File: src/rtl/mux_pipe_n.sv
// mux_pipe_n: registered N-input selector with a valid/ready output handshake.
// A main (head) register plus a skid register let the stage accept one entry
// per cycle while in_ready depends only on the occupancy state register.
module mux_pipe_n #(
    parameter int               WIDTH   = 32,
    parameter int               NUM_IN  = 4,
    parameter int               SEL_W   = 2,
    parameter logic [WIDTH-1:0] DEFAULT = '0
) (
    input  logic                    clk,
    input  logic                    reset,
    input  logic                    flush,
    input  logic                    in_valid,
    output logic                    in_ready,
    input  logic [SEL_W-1:0]        sel,
    input  logic [NUM_IN*WIDTH-1:0] din,
    output logic                    out_valid,
    input  logic                    out_ready,
    output logic [WIDTH-1:0]        dout,
    output logic [SEL_W-1:0]        out_sel,
    output logic                    sel_err
);

    typedef enum logic [1:0] {
        S_EMPTY = 2'd0,
        S_ONE   = 2'd1,
        S_TWO   = 2'd2
    } state_t;

    state_t           state_q, state_d;
    logic             accept;
    logic [WIDTH-1:0] cap_data;
    logic             cap_err;
    logic             load_main_in, load_skid_in, load_main_skid;

    logic [WIDTH-1:0] main_data_q, skid_data_q;
    logic [SEL_W-1:0] main_sel_q,  skid_sel_q;
    logic             main_err_q,  skid_err_q;

    // An entry is taken only when the stage has room and no flush discards it.
    assign accept = in_valid && in_ready && !flush;

    // Build the entry to capture: selected input, or DEFAULT for an out-of-range index.
    always_comb begin
        cap_err  = (32'(sel) >= 32'(NUM_IN));
        cap_data = DEFAULT;
        for (int k = 0; k < NUM_IN; k++) begin
            if (sel == SEL_W'(k)) begin
                cap_data = din[k*WIDTH +: WIDTH];
            end
        end
    end

    // Occupancy state register; reset dominates flush, which the next-state logic handles.
    always_ff @(posedge clk) begin
        if (reset) begin
            state_q <= S_EMPTY;
        end else begin
            state_q <= state_d;
        end
    end

    // Next occupancy from accept/drain; flush empties the stage regardless of traffic.
    always_comb begin
        state_d = state_q;
        if (flush) begin
            state_d = S_EMPTY;
        end else begin
            case (state_q)
                S_EMPTY: if (accept) state_d = S_ONE;
                S_ONE: begin
                    if (accept && !out_ready)      state_d = S_TWO;
                    else if (!accept && out_ready) state_d = S_EMPTY;
                end
                S_TWO:   if (out_ready) state_d = S_ONE;
                default: state_d = S_EMPTY;
            endcase
        end
    end

    // Handshake outputs and register load enables, all derived from the state register.
    always_comb begin
        in_ready       = (state_q != S_TWO);
        out_valid      = (state_q != S_EMPTY);
        load_main_in   = 1'b0;
        load_skid_in   = 1'b0;
        load_main_skid = 1'b0;
        if (!flush) begin
            case (state_q)
                S_EMPTY: load_main_in = accept;
                S_ONE: begin
                    load_main_in = accept && out_ready;
                    load_skid_in = accept && !out_ready;
                end
                S_TWO:   load_main_skid = out_ready;
                default: ;
            endcase
        end
    end

    // Head and skid storage; the head only changes on an accept into an empty/draining
    // stage or when the skid entry advances, so it is stable under backpressure.
    always_ff @(posedge clk) begin
        if (reset) begin
            main_data_q <= '0;
            main_sel_q  <= '0;
            main_err_q  <= 1'b0;
            skid_data_q <= '0;
            skid_sel_q  <= '0;
            skid_err_q  <= 1'b0;
        end else begin
            if (load_main_in) begin
                main_data_q <= cap_data;
                main_sel_q  <= sel;
                main_err_q  <= cap_err;
            end else if (load_main_skid) begin
                main_data_q <= skid_data_q;
                main_sel_q  <= skid_sel_q;
                main_err_q  <= skid_err_q;
            end
            if (load_skid_in) begin
                skid_data_q <= cap_data;
                skid_sel_q  <= sel;
                skid_err_q  <= cap_err;
            end
        end
    end

    assign dout    = main_data_q;
    assign out_sel = main_sel_q;
    assign sel_err = main_err_q;

endmodule

File: config.mk
export PLATFORM = sky130hd
export DESIGN_NAME = mux_pipe_n
export DESIGN_NICKNAME = d
export VERILOG_FILES = /design/src/rtl/mux_pipe_n.sv
export SDC_FILE = /design/constraint.sdc
export NUM_CORES = 1
export LEC_CHECK = 0
export ABC_CLOCK_PERIOD_IN_PS = 2460
export CORE_ASPECT_RATIO = 0.6
export CORE_MARGIN = 2
export CORE_UTILIZATION = 40
export DETAILED_ROUTE_END_ITERATION = 12
export PLACE_DENSITY_LB_ADDON = 0.25
export SYNTH_ARGS = -nofsm -noshare
export SYNTH_HDL_FRONTEND = slang
export SYNTH_SLANG_ARGS = --single-unit
File: constraint.sdc
create_clock -name clk -period 2.46 [get_ports clk]
set_clock_uncertainty 0.1 [all_clocks]
set_input_delay 0.492 -clock clk [delete_from_list [all_inputs] [get_ports clk]]
set_output_delay 0.492 -clock clk [all_outputs]
set_load 0.02 [all_outputs]
==> flow_summary.ini <==
[run_status]
status = finished, final reports clean

[sta]
slew_viol_final = 0
fin_tns_setup_ns = 0
max-slew-margin-rel = 0.2854
clock.fmax_mhz = 430.8
finalHoldWorstSlack_ns = 0.3546
fin_crit_ns = 2.321
max_slew.worst_pin.slew_ns = 1.071
rsz0062_at_grt = true
finalCritPeriodShare = 0.9436
setup_viol = 0
hold_viol = 0

[setup_path]
crit_buf_inv = 2
path_cells = clkdlybuf4s50_1 > nor3b_1 > ha_1 > mux2_2 > buf_12 > a32oi_1 > a21oi_1
cp-end-kind = flop
cpLargestDelayFamily = buffers and inverters
required_ns = 2.62
slowest_stage = clkdlybuf4s50_1
critPathKind = input port to flop
cp_max_fo = 34
critPathLaunchType = input port
r2r_start = state_q[1]
slowest_delay_ns = 0.46
cp.arrival_ns = 2.48
critical_path.startpoint = flush

[synthesis]
syn_area_per_cell_um2 = 9.881
yosys_warnings = 0
ys_top_cells_by_area = dfxtp_1 (37%), mux4_2 (17%), a21oi_1 (9.1%)
synthCells = 379
synth_top_area_frac = 0.3742
synth_top_area_cell = dfxtp_1
ys_seq_area_frac = 0.3742
synth_nets = 516
ys_ff_latch = 70
ys_types = 27
syn_area_um2 = 3745

[drt]
firstDrtPassIters = 4
drt_iter0_drc = 252
via_count = 3712
ant_nets = 0
drt-vias-per-instance = 5.720
routedWlPerCell_um = 17.95
drc = 0
routed_wl_mm = 11.65

[grt]
grt_pass1_wl_mm = 17.44
grt_pass1_vias = 3588
antenna_found_initial = 0
grt_max_degree = 71
gr-total-overflow = 0
track_usage = 0.2187

[placed_design]
gp_congestion = 0.8221
io_buffer_count = 170
dpl_cell_area_um2 = 5559
place_hpwl_mm = 7.788

[flow_run]
maxCapViolations = 0

[cts]
postCtsSetupRepairBufs = 0
insertion_delay_ns = 0.33
post_cts_resized = 0
clk_transition_reported_paths_ns = 0.05
cts.sinks = 70
cts_made_buffers = 9
cts_tree = yes
cts_htree_levels = 3
cts_root_buf = clkbuf_16
postCtsHoldBufs = 0
clockBufferDepth = 2

[power]
seqPwrFrac = 0.375
p_sw_frac = 0.2299
power.share.clock = 0.426
comb_power_share = 0.199
ir_drop_mv = 0.3754
leakagePower_nw = 1.940
p_int_mw = 2.441
switchingPower_mw = 0.7285
p_per_area_nw_per_um2 = 537.0

[hold_path]
hp-class = flop to flop
min_from = skid_data_q[24]

[floorplan]
core_um2 = 9121
io_pins = 172
initial_core_util = 0.4106
dieArea_um2 = 10180
rows = 27
die_y_um = 78.95
die-width_um = 128.9

[final_layout]
layout.nets = 665
final_area_um2 = 5902
area_growth_syn_to_layout_pct = 57.60
drive_gt1_frac = 0.1388
diodes = 0
final_common_cell = clkdlybuf4s50_1
final_cell_mix = clkdlybuf4s50_1 (167), nand2_1 (70), dfxtp_1 (70)
fill_cells = 738
-- stage by stage --
| stage | utilization | power (mW) | setup WS, ns | std cells |
|---|---|---|---|---|
| after floorplan | - | 1.501 | 0.4408 | 379 |
| after global placement | 0.6095 | 1.823 | -0.1534 | 632 |
| after detailed placement | 0.6095 | 1.835 | -0.2168 | 632 |
| after CTS | 0.6446 | 3.183 | 0.1263 | 648 |
| after global routing | 0.6471 | 3.278 | 0.006433 | 649 |
| final | 0.6471 | 3.169 | 0.1386 | 649 |
-- worst reg2reg max path, cell delays in order, from the launching register on --
cell	delay, ns
dfxtp_1	0.31
nor2b_1	0.16
nor3b_1	0.29
ha_1	0.37
mux2_2	0.25
buf_12	0.21
a32oi_1	0.17
a21oi_1	0.21
-- registers in the layout (all words and copies together), names as in the netlist --
register     count
out_sel          2
state_q          2
dout            32
skid_data_q     32
skid_sel_q       2
-- power groups by stage --
stage / Clock [mW] / Sequential (mW) / Combinational (mW)
finish: 1.35 / 1.19 / 0.630
global route: 1.42 / 1.19 / 0.667
CTS: 1.37 / 1.19 / 0.625
detailed placement: 0 / 1.21 / 0.624
global placement: 0 / 1.21 / 0.613
floorplan: 0 / 1.25 / 0.256
-- area by class of cell --
type	count	area, µm²	area share
clock buffers	13	280.3	0.04749
flip-flops and latches	70	1401	0.2374
clock inverters	3	40.04	0.006784
repair buffers	186	1894	0.3210
well taps	116	145.1	0.02459
inverters	2	7.507	0.001272
multi-input cells	259	2133	0.3615
-- cell families (layout without fill, tap and decap cells) --
kind of cell | count (synthesis) | after routing | share of synthesized area
AND/OR/NAND/NOR | 82 | 82 | 0.09422
other | 1 | 1 | 0.001001
multiplexers | 34 | 35 | 0.2031
buffers and inverters | 51 | 204 | 0.07584
AO/OA/AOI/OAI | 139 | 139 | 0.2449
flip-flops | 70 | 70 | 0.3742
adder cells (fa/ha/maj) | 2 | 2 | 0.006681
-- layer usage --
layer,global-route usage,vias to the layer above,share of wire
met5,0,-,0
met4,0.05217,0,0.0029
met3,0.07749,6,0.093
met2,0.3709,159,0.48
met1,0.2680,1791,0.42
li1,-,1756,-
-- cell usage after synthesis, drive strengths merged --
| master | number |
|---|---|
| mux2i | 1 |
| nor3b | 1 |
| or2 | 2 |
| nor4bb | 2 |
| dfxtp | 70 |
| mux2 | 1 |
| ha | 2 |
| a32oi | 35 |
| nor3 | 1 |
| conb | 1 |
| nor2b | 1 |
| o211ai | 34 |
| nor2 | 2 |
| a211oi | 1 |
| mux4 | 32 |
| inv | 2 |
| a21oi | 68 |
| a21o | 1 |
| buf | 31 |
| or3b | 1 |
| nand2 | 70 |
| nand4bb | 2 |
| clkbuf | 18 |
-- final timing paths --
check | endpoint | slack (ns) | cells past startpoint
worst max-delay path | dout[13] | 0.14 | 7
worst min-delay path | skid_data_q[24] | 0.35 | 2
worst max register to register | dout[13] | 0.32 | 7
worst min register to register | skid_data_q[24] | 0.35 | 2
(Power assumes the default switching activity.)
